**config.mk**
```make
export PLATFORM = sky130hd
export DESIGN_NAME = key_debounce
export DESIGN_NICKNAME = d
export VERILOG_FILES = /design/src/rtl/key_debounce.sv
export SDC_FILE = /design/constraint.sdc
export NUM_CORES = 1
export LEC_CHECK = 0
export ABC_AREA = 1
export BUFFER_PORTS_ARGS = -buffer_cell sky130_fd_sc_hd__buf_4
export CAP_MARGIN = 20
export CORE_MARGIN = 2
export CORE_UTILIZATION = 56
export CTS_BUF_LIST = sky130_fd_sc_hd__clkbuf_16
export CTS_CLUSTER_SIZE = 8
export DETAILED_ROUTE_END_ITERATION = 16
export PLACE_DENSITY = 0.73
export SLEW_MARGIN = 20
export SYNTH_ARGS = -nofsm -noshare
export SYNTH_HDL_FRONTEND = slang
export SYNTH_SLANG_ARGS = --single-unit
```
**constraint.sdc**
```tcl
create_clock -name clk -period 1.7 [get_ports clk]
set_input_delay 0.34 -clock clk [delete_from_list [all_inputs] [get_ports clk]]
set_output_delay 0.34 -clock clk [all_outputs]
set_load 0.005 [all_outputs]
```
**src/rtl/key_debounce.sv**
```systemverilog
// Four-channel active-low push-button debouncer with press/release strobes.
// Define KEY_DEBOUNCE_LONG_EN to enable the one-shot long-press strobe.
module key_debounce #(
    parameter int unsigned DEBOUNCE_CNT = 1_000_000,
    parameter int unsigned LONG_CNT     = 50_000_000
) (
    input  logic       clk,
    input  logic       rst_n,
    input  logic [3:0] key_n,
    output logic [3:0] key_stable,
    output logic [3:0] key_press,
    output logic [3:0] key_release,
    output logic [3:0] key_long
);

`ifdef KEY_DEBOUNCE_LONG_EN
    localparam int unsigned CW = $clog2(LONG_CNT + 1);
`else
    localparam int unsigned CW = $clog2(DEBOUNCE_CNT + 1);
`endif

    typedef enum logic [1:0] {
        RELEASED    = 2'd0,
        PRESS_CHK   = 2'd1,
        PRESSED     = 2'd2,
        RELEASE_CHK = 2'd3
    } state_e;

    if (DEBOUNCE_CNT < 2 || LONG_CNT <= DEBOUNCE_CNT) begin : g_bad_cfg
        $error("key_debounce: DEBOUNCE_CNT must be >= 2 and below LONG_CNT");
    end

    logic [3:0]    sync1_q, sync2_q;
    state_e        state_q [4];
    state_e        state_d [4];
    logic [CW-1:0] cnt_q   [4];
    logic [CW-1:0] cnt_d   [4];
    logic [3:0]    stable_q, stable_d;
    logic [3:0]    press_q, press_d;
    logic [3:0]    release_q, release_d;
    logic [3:0]    long_q, long_d;
`ifdef KEY_DEBOUNCE_LONG_EN
    // Remembers that the long strobe already fired during this hold.
    logic [3:0]    done_q, done_d;
`endif

    // Per-channel next-state, counter and strobe logic.
    always_comb begin
        stable_d  = stable_q;
        press_d   = 4'b0000;
        release_d = 4'b0000;
        long_d    = 4'b0000;
`ifdef KEY_DEBOUNCE_LONG_EN
        done_d    = done_q;
`endif
        for (int i = 0; i < 4; i++) begin
            state_d[i] = state_q[i];
            cnt_d[i]   = cnt_q[i];
            case (state_q[i])
                RELEASED: begin
                    cnt_d[i] = '0;
                    if (!sync2_q[i]) begin
                        state_d[i] = PRESS_CHK;
                    end else begin
                        state_d[i] = RELEASED;
                    end
                end
                PRESS_CHK: begin
                    if (sync2_q[i]) begin
                        state_d[i] = RELEASED;
                        cnt_d[i]   = '0;
                    end else if (cnt_q[i] == CW'(DEBOUNCE_CNT - 1)) begin
                        state_d[i]  = PRESSED;
                        cnt_d[i]    = '0;
                        stable_d[i] = 1'b0;
                        press_d[i]  = 1'b1;
                    end else begin
                        cnt_d[i] = cnt_q[i] + CW'(1);
                    end
                end
                PRESSED: begin
                    if (sync2_q[i]) begin
                        state_d[i] = RELEASE_CHK;
                        cnt_d[i]   = '0;
                    end else begin
`ifdef KEY_DEBOUNCE_LONG_EN
                        // Saturating hold timer; the strobe fires once per hold.
                        if (cnt_q[i] != CW'(LONG_CNT - 1)) begin
                            cnt_d[i] = cnt_q[i] + CW'(1);
                        end else begin
                            cnt_d[i] = cnt_q[i];
                        end
                        if (cnt_q[i] == CW'(LONG_CNT - 1) && !done_q[i]) begin
                            long_d[i] = 1'b1;
                            done_d[i] = 1'b1;
                        end else begin
                            long_d[i] = 1'b0;
                        end
`else
                        cnt_d[i] = '0;
`endif
                    end
                end
                RELEASE_CHK: begin
                    if (!sync2_q[i]) begin
                        state_d[i] = PRESSED;
                        cnt_d[i]   = '0;
                    end else if (cnt_q[i] == CW'(DEBOUNCE_CNT - 1)) begin
                        state_d[i]   = RELEASED;
                        cnt_d[i]     = '0;
                        stable_d[i]  = 1'b1;
                        release_d[i] = 1'b1;
`ifdef KEY_DEBOUNCE_LONG_EN
                        done_d[i]    = 1'b0;
`endif
                    end else begin
                        cnt_d[i] = cnt_q[i] + CW'(1);
                    end
                end
                default: begin
                    state_d[i] = RELEASED;
                    cnt_d[i]   = '0;
                end
            endcase
        end
    end

    // Synchroniser, FSM state, counters and registered outputs.
    always_ff @(posedge clk or negedge rst_n) begin
        if (!rst_n) begin
            sync1_q   <= 4'hF;
            sync2_q   <= 4'hF;
            stable_q  <= 4'hF;
            press_q   <= 4'h0;
            release_q <= 4'h0;
            long_q    <= 4'h0;
`ifdef KEY_DEBOUNCE_LONG_EN
            done_q    <= 4'h0;
`endif
            for (int i = 0; i < 4; i++) begin
                state_q[i] <= RELEASED;
                cnt_q[i]   <= '0;
            end
        end else begin
            sync1_q   <= key_n;
            sync2_q   <= sync1_q;
            stable_q  <= stable_d;
            press_q   <= press_d;
            release_q <= release_d;
            long_q    <= long_d;
`ifdef KEY_DEBOUNCE_LONG_EN
            done_q    <= done_d;
`endif
            for (int i = 0; i < 4; i++) begin
                state_q[i] <= state_d[i];
                cnt_q[i]   <= cnt_d[i];
            end
        end
    end

    assign key_stable  = stable_q;
    assign key_press   = press_q;
    assign key_release = release_q;
    assign key_long    = long_q;

endmodule

```
After elaboration in Yosys (flattened, before gate mapping)
Index checks and enable logic that the tools add are counted.
{"block": "op_classes", "n_mux": 84, "n_reduce_logical": 20, "eq_ne": 44, "add_sub_neg": 4}
{"op": "$mux W20", "count": 12}
{"op": "$pmux W20 S3", "count": 4}
{"op": "$add A20 B1 Y20 const B", "count": 4}
{"op": "$eq A20 B20 Y1 const B", "count": 4}
{"op": "$mux W1", "count": 40}
{"op": "$mux W2", "count": 20}
{"op": "$ne A2 B2 Y1 const B", "count": 20}
{"op": "$pmux W2 S4", "count": 4}
{"op": "$ne A3 B3 Y1 const B", "count": 8}
{"op": "$reduce_and A5 Y1", "count": 4}
{"op": "$eq A2 B2 Y1 const B", "count": 8}
{"op": "$reduce_and A3 Y1", "count": 4}
{"op": "$eq A2 B1 Y1 const B", "count": 4}
{"op": "$logic_not A2 Y1", "count": 4}
{"op": "$pmux W1 S2", "count": 4}
{"op": "$reduce_bool A2 Y1", "count": 4}
{"op": "$reduce_or A2 Y1", "count": 4}
{"block": "totals", "wordCells": 168, "reg_bits": 108, "inputBits": 6, "out_inout_bits": 16}

Longest topological paths before layout
Gate-level depths: netlist (run 1).
{"block": "logic_depth", "ltp_word": 4, "depth_mapped": 10, "depth_no_buf": 10}

Worst setup path after synthesis (run 1)
OpenSTA, ideal clock, no wires.
{"block": "synth_path", "kind": "register -> register", "startpoint": "reg cnt_q[60] (netlist name)", "endpoint": "reg cnt_q[71] (netlist name)", "arrival_ns": 1.337, "stages_incl_launch_ff": 10, "setup_slack_ns": 0.241, "required_time_ns": 1.579, "setup_time_ns": 0.121, "path_buffers": 1, "synth_period_minus_slack_ns": 1.459, "path_cell_list": "dfrtp_1 > ha_1 > nand3_2 > nor2_1 > nand3_1 > nor2_4 > nor2_4 > inv_4 > buf_6 > nor2_1"}
{"item": "from (decl)", "line_no": "36", "rtl": "logic [CW-1:0] cnt_q [4];"}
{"item": "from (signal, indexed assignment)", "line_no": "156", "rtl": "cnt_q[i] <= cnt_d[i];"}

==> flow_metrics.py, run 1 <==
metrics = {
    "synth": {
        "syn_inst": 760,
        "synth_top_cell_by_area": "dfrtp_1",
        "synth_commonest_cells": "nand2_1 (197), nor2_1 (188), dfrtp_1 (96)",
        "synth_cell_types": 31,
        "synthTopCellsByArea": "dfrtp_1 (42%), nand2_1 (13%), nor2_1 (12%)",
        "synth_area_um2": 5680,
        "synth_seq_cells": 108,
        "yosysSeqAreaShare": 0.478,
        "synth.most_common_cell": "nand2_1",
        "synth-async-reset-ratio": 1.00,
        "yosysTopAreaCellShare": 0.423,
        "synth-main-ff-cell": "dfrtp_1",
        "synth_area_per_cell_um2": 7.47,
        "yosysWarnings": 0,
        "synth-edff-count": 0,
    },
    "worst_setup_path": {
        "crit_start": "cnt_q[60]$_DFF_PN0_",
        "cp.required_ps": 1940,
        "timing.rr.start": "cnt_q[60]$_DFF_PN0_",
        "crit_family": "simple AND/OR/NAND/NOR gates",
        "crit_end": "cnt_q[78]$_DFF_PN0_",
        "cp_slowest_cell": "dfrtp_1",
        "critPathMaxStageDelay_ps": 400,
        "reg2regPathDepth": 8,
        "reg2reg_to": "cnt_q[78]$_DFF_PN0_",
        "crit_path_start_kind": "flip-flop",
        "path_class": "flip-flop to flip-flop",
        "worst_setup_path_end_kind": "flip-flop",
        "path_buf_inv": 0,
        "worstPathMaxFanout": 5,
        "worstPathCellList": "ha_2, nand2_1, nor2_4, nand2_2, nor2_2, nand3_1, nor3_1, nor2_1",
        "cp.arrival_ps": 1820,
        "cp.depth": 8,
        "reg2reg_slack_ps": 120,
    },
    "clocking": {
        "clk_latency_ps": 350,
        "cts-root-buf": "clkbuf_16",
        "clk_path_buf_depth": 2,
        "cts_tree": "yes",
        "cts_sinks": 108,
        "htreeDepth": 3,
        "clk_pin_slew_ps": 70,
        "numCtsBuffers": 9,
    },
    "floorplan": {
        "fp.dieW_um": 105,
        "initial_utilization": 0.578,
        "row_count": 36,
        "die_y_um": 105,
        "die_area_um2": 11000,
        "io_pins": 22,
        "coreArea_um2": 9820,
    },
    "global_routing": {
        "grt-ovfl-total": 0,
        "grtUsageTotal": 0.223,
        "antenna_found_initial": 0,
        "grt_first_pass_wirelength_um": 19900,
        "grt_max_degree": 29,
        "grt_pass1_vias": 4492,
    },
    "power_and_ir_drop": {
        "p_comb_frac": 0.037,
        "p_sw_frac": 0.225,
        "pwr-share-clk": 0.403,
        "pwr_density_cell_nw_per_um2": 728,
        "p_int_w": 0.00363,
        "netSwitchingPower_w": 0.00105,
        "leakagePower_nw": 2.84,
        "seqPwrFrac": 0.559,
        "ir_drop_mv": 0.632,
    },
    "placement": {
        "place.port_buffers": 17,
        "dp_hpwl_um": 8450,
        "gp_routability_congestion": 0.906,
    },
    "layout": {
        "fillers": 874,
        "synthToLayoutAreaGrowth_pct": 13.3,
        "utilization": 0.656,
        "register_area_um2": 2720,
        "multi_input_area_um2": 2640,
        "antenna_cells": 0,
        "drive_gt1_frac": 0.114,
        "nNetsFinal": 814,
    },
    "drt": {
        "wl_per_cell_um": 12.5,
        "via_per_inst": 5.09,
        "dr.pass1.iters": 5,
        "ant_nets": 0,
        "drc": 0,
        "num_vias": 4797,
        "drt-initial-drc-count": 261,
        "routed_wl_um": 11800,
    },
    "timing": {
        "finalHoldViolCount": 0,
        "setup_viol": 0,
        "hold_slack_ps": 97.6,
        "finalCritPeriodShare": 0.929,
        "min_period_ps": 1580,
        "fin_skew_ps": 9.32,
        "clock.fmax_ghz": 0.633,
        "slew_viol_final": 0,
    },
    "flow_run": {
        "cap_violations": 0,
    },
    "run_status": {
        "status": "completed",
    },
    "worst_hold_path": {
        "hold_class": "primary input to flip-flop",
    },
}
-- per-layer routing --
layer / part of all wire / vias to the layer above / GRT usage
li1: - / 2435 / -
met4: 0.012 / 0 / 0.0733
met1: 0.45 / 2238 / 0.289
met5: 0 / - / 0
met3: 0.044 / 13 / 0.0599
met2: 0.49 / 111 / 0.366
-- power by group through the flow --
stage	clock network (W)	logic, W	registers (W)
2_1_floorplan	0	0.0000777	0.00266
3_3_place_gp	0	0.000159	0.00267
3_5_place_dp	0	0.000163	0.00267
4_1_cts	0.00195	0.000165	0.00262
5_1_grt	0.00205	0.000203	0.00262
6_report	0.00189	0.000175	0.00262
-- timing repair --
item                                   in CTS  in global routing
setup buffers                               0                  6
hold buffers                                1                  0
setup endpoints to repair                   0                 47
resized for setup                           0                 17
endpoints found under the hold margin      19                  0
-- cell usage in the layout (no fill, tap or decap), types with 2 or more instances in the layout --
master        n
a21oi_1      10
buf_12        2
buf_4        35
clkbuf_16     9
clkinvlp_4    2
conb_1        4
dfrtp_1      96
dfstp_2      12
ha_1          2
ha_2          2
inv_1        91
nand2_1     196
nand2_2       4
nand3_1      38
nand3_2       4
nand3b_1      3
nand4_1      16
nor2_1      184
nor2_2        6
nor2_4        6
nor3_1       22
nor3_2        3
nor3b_1       4
o21ai_0      11
xnor2_1       9
xor2_1       25
-- stage by stage --
stage / cell area, um^2 / TNS, ps / setup WS, ps / power, W / instances
6_report: 6440 / 0 / 120 / 0.00469 / 942
5_1_grt: 6440 / -16.0 / -16.0 / 0.00487 / 942
4_1_cts: 6320 / 0 / 19.6 / 0.00474 / 935
3_5_place_dp: 6040 / 0 / 32.2 / 0.00283 / 918
3_3_place_gp: 6040 / 0 / 59.4 / 0.00283 / 918
2_1_floorplan: 5690 / 0 / 241 / 0.00274 / 763
-- registers in the layout, indices dropped and copies added (netlist names), named ones only --
name         flops
key_press        4
sync2_q          4
state_q          4
key_stable       4
sync1_q          4
cnt_q           80
key_release      4
-- area by class of cell --
cell class,instances,share of cell area
well taps,133,0.0258
clock inverters,7,0.00602
repair buffers,38,0.0486
flip-flops and latches,108,0.422
multi-input cells,558,0.410
inverters,89,0.0523
clock buffers,9,0.0350
-- cell families (layout without fill, tap and decap cells) --
kind of cell    after synthesis  in the layout  share of synthesized area
xor+xnor                     34             34                     0.0524
other cells                   1              4                   0.000660
buf+inv                      98            143                     0.0720
compound gates               26             26                     0.0247
fa+ha+maj                     4              4                    0.00881
flops                       108            108                      0.478
simple gates                489            490                      0.363
-- how the worst min path moves through the flow --
stage,from,endpoint,slack (ps),depth (start not counted)
after floorplan,rst_n,async pin,40,0
after global placement,rst_n,cnt_q[11]$_DFF_PN0_,260,1
after detailed placement,rst_n,cnt_q[11]$_DFF_PN0_,270,1
after CTS,key_n[2],sync1_q[2]$_DFF_PN1_,90,1
after global routing,key_n[2],sync1_q[2]$_DFF_PN1_,80,1
final,key_n[1],sync1_q[1]$_DFF_PN1_,100,1
Note: power is estimated with default switching activity, not from simulation.
==> inputs of run 2 (changes only) <==
==> constraint.sdc (replaced) <==
create_clock -name clk -period 1.95 [get_ports clk]
set_input_delay 0.39 -clock clk [delete_from_list [all_inputs] [get_ports clk]]
set_output_delay 0.39 -clock clk [all_outputs]
set_load 0.005 [all_outputs]
==> run 2 against run 1 <==
Against the previous run:
- hold slack worse by 75 ps
- non-clock buffer count fell by 16
- final cell count is 1.8% lower
- register-to-register slack improved by 40 ps
- utilization fell by 2.0 points
- setup slack gained 44 ps
- fmax decreased by 12%
- via count fell by 2.5%
- clock power down 12%
- critical path type unchanged
- critical endpoint is now cnt_q[30]$_DFF_PN0_
==> flow_metrics.py, run 2 (synthesized netlist as in run 1, its figures left out) <==
metrics = {
    "worst_setup_path": {
        "cp.arrival_ps": 2040,
        "path_class": "flip-flop to flip-flop",
        "cp.required_ps": 2200,
        "reg2reg_slack_ps": 160,
        "worst_setup_path_end_kind": "flip-flop",
        "crit_path_start_kind": "flip-flop",
        "worstPathMaxFanout": 15,
    },
    "layout": {
        "antenna_cells": 0,
        "layout_commonest_cell": "nand2_1",
        "layout_common_cells": "nand2_1 (197), nor2_1 (188), dfrtp_1 (96), inv_1 (89), nand3_1 (39)",
        "regMostFlops": "cnt_q",
        "utilization": 0.636,
        "fin_area_um2": 6240,
        "largest_register_ffs": 80,
        "synthToLayoutAreaGrowth_pct": 9.93,
        "layoutNonFillerInstCount": 925,
        "nNetsFinal": 797,
        "drive_gt1_frac": 0.0833,
    },
    "power_and_ir_drop": {
        "netSwitchingPower_w": 0.000927,
        "ir_drop_mv": 0.632,
        "seqPwrFrac": 0.559,
        "pwr-share-clk": 0.409,
        "pwr_density_cell_nw_per_um2": 655,
        "p_sw_frac": 0.227,
        "p_comb_frac": 0.032,
        "leakagePower_nw": 2.75,
        "p_int_w": 0.00316,
    },
    "clocking": {
        "clk_latency_ps": 350,
        "htreeDepth": 3,
        "numCtsBuffers": 9,
        "clk_pin_slew_ps": 70,
        "post_cts_resized": 0,
        "cts_hold_buf": 0,
        "cts_sinks": 108,
        "cts_tree": "yes",
        "post_cts_buffers": 0,
        "cts-root-buf": "clkbuf_16",
        "clk_path_buf_depth": 2,
    },
    "timing": {
        "slew_viol_final": 0,
        "finalCritPeriodShare": 0.916,
        "min_period_ps": 1790,
        "fin_skew_ps": 5.06,
        "setup_tns_ps": 0,
        "finalWorstSetupSlack_ps": 164,
        "rsz0062_at_grt": "false",
        "clock.fmax_ghz": 0.560,
        "setup_viol": 0,
        "finalHoldViolCount": 0,
    },
    "global_routing": {
        "grt_max_degree": 59,
        "use_met3": 0.0586,
        "grt_first_pass_wirelength_um": 19200,
        "grt_pass1_vias": 4400,
        "use_met1": 0.281,
        "grt-ovfl-total": 0,
        "antenna_found_initial": 0,
        "grtUsageTotal": 0.214,
        "use_met2": 0.352,
        "busiest_layer": "met2",
    },
    "placement": {
        "gp_routability_congestion": 0.918,
        "dpl-instance-area_um2": 5980,
        "dp_hpwl_um": 7880,
        "place.port_buffers": 17,
        "dpl_worst_slack_ps": 178,
        "dp_cells": 909,
    },
    "drt": {
        "num_vias": 4677,
        "ant_nets": 0,
        "drc": 0,
        "dr.pass1.iters": 5,
        "wl_per_cell_um": 11.7,
        "via_per_inst": 5.06,
        "routed_wl_um": 10800,
        "drt-initial-drc-count": 247,
    },
    "floorplan": {
        "die_y_um": 105,
        "io_pins": 22,
        "coreArea_um2": 9820,
        "row_count": 36,
        "die_area_um2": 11000,
        "initial_utilization": 0.578,
        "fp.dieW_um": 105,
    },
    "worst_hold_path": {
        "hold_class": "primary input to async pin",
    },
    "flow_run": {
        "cap_violations": 0,
    },
    "run_status": {
        "status": "completed",
    },
}
-- run 2: changes by cell type in the layout (fill, tap and decap cells not counted), sizes merged --
cell / change
buf: -15
clkinv: +1
dlygate4sd3: -1
inv: -1
nand2: -1
-- run 2: layer usage --
layer	vias up	wire length [um]
met5	-	0
met4	0	154
met3	13	428
met2	97	5090
met1	2172	5170
li1	2395	-
-- run 2: worst paths after layout --
path | cells past startpoint | end | start
max | 9 | cnt_q[30]$_DFF_PN0_ | cnt_q[20]$_DFF_PN0_
min | 2 | cnt_q[16]$_DFF_PN0_ | rst_n
max reg2reg | 9 | cnt_q[30]$_DFF_PN0_ | cnt_q[20]$_DFF_PN0_
min reg2reg | 0 | sync2_q[2]$_DFF_PN1_ | sync1_q[2]$_DFF_PN1_
max in group asynchronous | 2 | sync2_q[1]$_DFF_PN1_ | rst_n
min in group clk | 1 | sync1_q[2]$_DFF_PN1_ | key_n[2]
-- run 2: power by group through the flow --
stage          logic (W)  registers, W  clock network [W]
4_1_cts         0.000139       0.00228            0.00172
5_1_grt         0.000155       0.00229            0.00182
6_report        0.000133       0.00228            0.00167
3_5_place_dp    0.000137       0.00233                  0
3_3_place_gp    0.000133       0.00233                  0
2_1_floorplan  0.0000677       0.00232                  0
-- run 2: critical path: stages (launching register included) --
cell,delay [ps]
dfrtp_1,400
ha_1,210
nand2_1,80
inv_1,50
nand2_1,100
nor2_2,70
nand3_1,130
nand2_2,210
buf_4,210
nor3b_1,220
-- run 2: final cells by class --
cell class,count,area [um^2]
clock buffers,9,225
clock inverters,7,43.8
fillers,878,3570
inverters,89,337
multi-input cells,557,2560
flip-flops and latches,108,2720
well taps,133,166
repair buffers,22,190
-- run 2: per-stage QoR --
stage | total power, W | hold slack [ps]
2_1_floorplan | 0.00239 | 94.4
3_3_place_gp | 0.00246 | 345
3_5_place_dp | 0.00246 | 348
4_1_cts | 0.00414 | 32.7
5_1_grt | 0.00426 | 32.5
6_report | 0.00409 | 22.2
==> inputs of run 3 (changes only) <==
--- a/config.mk
+++ b/config.mk
@@ -13,7 +13,9 @@
 export CTS_BUF_LIST = sky130_fd_sc_hd__clkbuf_16
 export CTS_CLUSTER_SIZE = 8
 export DETAILED_ROUTE_END_ITERATION = 16
+export MAX_ROUTING_LAYER = met4
 export PLACE_DENSITY = 0.73
+export REMOVE_ABC_BUFFERS = 1
 export SLEW_MARGIN = 20
 export SYNTH_ARGS = -nofsm -noshare
 export SYNTH_HDL_FRONTEND = slang
==> run 3 against run 2 <==
Against the previous run:
- design area rose by 0.94%
- count of clock-buffer cells in the layout is the same
- power rose by 5.1%
- via count up 0.64%
- critical endpoint is now key_release[1]$_DFF_PN0_
- combinational power about the same
- final cell count up 0.22%
- critical path depth fell by 2
- sequential cell count unchanged
- utilization increased by 0.60 points
- first-iteration DRC count shrank 30%
- hold slack better by 110 ps
- sequential power hardly changed
==> flow_metrics.py, run 3 (synthesized netlist as in run 1, its figures left out) <==
metrics = {
    "clocking": {
        "clk_path_buf_depth": 2,
        "clk_pin_slew_ps": 70,
        "cts_sinks": 108,
        "post_cts_buffers": 0,
        "cts-root-buf": "clkbuf_16",
        "htreeDepth": 3,
        "numCtsBuffers": 9,
        "cts_tree": "yes",
        "clk_latency_ps": 350,
    },
    "global_routing": {
        "grt-ovfl-total": 0,
        "grt_max_degree": 31,
        "grt_pass1_vias": 4514,
        "grt_first_pass_wirelength_um": 19800,
        "antenna_found_initial": 0,
        "grtUsageTotal": 0.229,
    },
    "worst_setup_path": {
        "reg2reg_slack_ps": 260,
        "worstPathMaxFanout": 4,
        "crit_path_start_kind": "flip-flop",
        "cp_slowest_cell": "dfrtp_1",
        "cp.required_ps": 2210,
        "crit_family": "simple AND/OR/NAND/NOR gates",
        "critPathMaxStageDelay_ps": 380,
        "cp.arrival_ps": 1950,
        "worstPathCellList": "ha_1, nand3_1, nor3_1, nand2_1, nor2_1, nand2_1, nor3_1",
        "path_class": "flip-flop to flip-flop",
        "path_buf_inv": 0,
        "worst_setup_path_end_kind": "flip-flop",
    },
    "floorplan": {
        "io_pins": 22,
        "fp.dieW_um": 105,
        "die_y_um": 105,
        "coreArea_um2": 9820,
        "initial_utilization": 0.578,
        "die_area_um2": 11000,
        "row_count": 36,
    },
    "layout": {
        "nNetsFinal": 799,
        "fin_area_um2": 6300,
        "synthToLayoutAreaGrowth_pct": 11.0,
        "antenna_cells": 0,
        "regMostFlops": "cnt_q",
        "layout_commonest_cell": "nand2_1",
        "largest_register_ffs": 80,
        "layout_common_cells": "nand2_1 (197), nor2_1 (188), dfrtp_1 (96), inv_1 (88), nand3_1 (39)",
        "fillers": 906,
        "drive_gt1_frac": 0.0882,
    },
    "drt": {
        "dr.pass1.iters": 5,
        "routed_wl_um": 11100,
        "via_per_inst": 5.08,
        "num_vias": 4707,
        "drc": 0,
        "drt-initial-drc-count": 173,
        "ant_nets": 0,
        "wl_per_cell_um": 12.0,
    },
    "timing": {
        "finalCritPeriodShare": 0.868,
        "rsz0062_at_grt": "false",
        "min_period_ps": 1690,
        "slew_viol_final": 0,
        "fin_skew_ps": 5.42,
        "setup_viol": 0,
        "hold_slack_ps": 136,
        "clock.fmax_ghz": 0.591,
        "finalHoldViolCount": 0,
        "setup_tns_ps": 0,
    },
    "power_and_ir_drop": {
        "seqPwrFrac": 0.531,
        "netSwitchingPower_w": 0.000976,
        "p_sw_frac": 0.227,
        "p_int_w": 0.00332,
        "pwr-share-clk": 0.437,
        "p_comb_frac": 0.032,
        "leakagePower_nw": 2.78,
        "ir_drop_mv": 0.668,
        "pwr_density_cell_nw_per_um2": 682,
    },
    "placement": {
        "gp_routability_congestion": 0.933,
        "dpl-instance-area_um2": 5980,
        "place.port_buffers": 17,
        "dp_hpwl_um": 8250,
    },
    "flow_run": {
        "cap_violations": 0,
    },
    "worst_hold_path": {
        "hold_class": "primary input to flip-flop",
    },
    "run_status": {
        "status": "completed",
    },
}
run 3: final cells by class:
cell class	instances	area, um^2	area share
inverters	89	337	0.0534
clock buffers	9	225	0.0357
repair buffers	24	208	0.0329
flip-flops and latches	108	2720	0.431
well taps	133	166	0.0264
clock inverters	7	80.1	0.0127
multi-input cells	557	2570	0.408
run 3: metrics by stage:
stage | utilization | setup slack [ps] | instances | total power (W)
6_report | 0.642 | 257 | 927 | 0.00430
3_5_place_dp | 0.609 | 201 | 910 | 0.00247
3_3_place_gp | 0.609 | 303 | 910 | 0.00246
5_1_grt | 0.642 | 48.0 | 927 | 0.00446
2_1_floorplan | - | 461 | 754 | 0.00238
4_1_cts | 0.641 | 190 | 927 | 0.00436
run 3: timing repair:
action | CTS | global route
gates resized for setup | 0 | 1
setup endpoints to repair | 0 | 3
hold buffers | 1 | 0
hold endpoints to repair | 21 | 0
run 3: worst paths after layout:
path | start | endpoint | cells after the start
worst max-delay path | cnt_q[40]$_DFF_PN0_ | key_release[1]$_DFF_PN0_ | 7
worst min-delay path | key_n[2] | sync1_q[2]$_DFF_PN1_ | 1
worst max register to register | cnt_q[40]$_DFF_PN0_ | key_release[1]$_DFF_PN0_ | 7
worst min register to register | sync1_q[3]$_DFF_PN1_ | sync2_q[3]$_DFF_PN1_ | 0
min in group asynchronous | rst_n | cnt_q[14]$_DFF_PN0_ | 2
max in group asynchronous | rst_n | key_stable[1]$_DFFE_PN1P_ | 3
run 3: layer usage:
metal | track usage | wire length (um) | vias up
met3 | 0.0518 | 403 | 14
met2 | 0.375 | 5430 | 88
li1 | - | - | 2412
met1 | 0.287 | 5170 | 2193
met4 | 0.0667 | 111 | 0
met5 | - | 0 | -
run 3: power groups by stage:
stage	registers, W	clock network, W	logic [W]
after floorplan	0.00232	0	0.0000542
after global placement	0.00233	0	0.000135
after detailed placement	0.00233	0	0.000139
after CTS	0.00228	0.00194	0.000141
after global routing	0.00229	0.00201	0.000160
final	0.00228	0.00188	0.000136
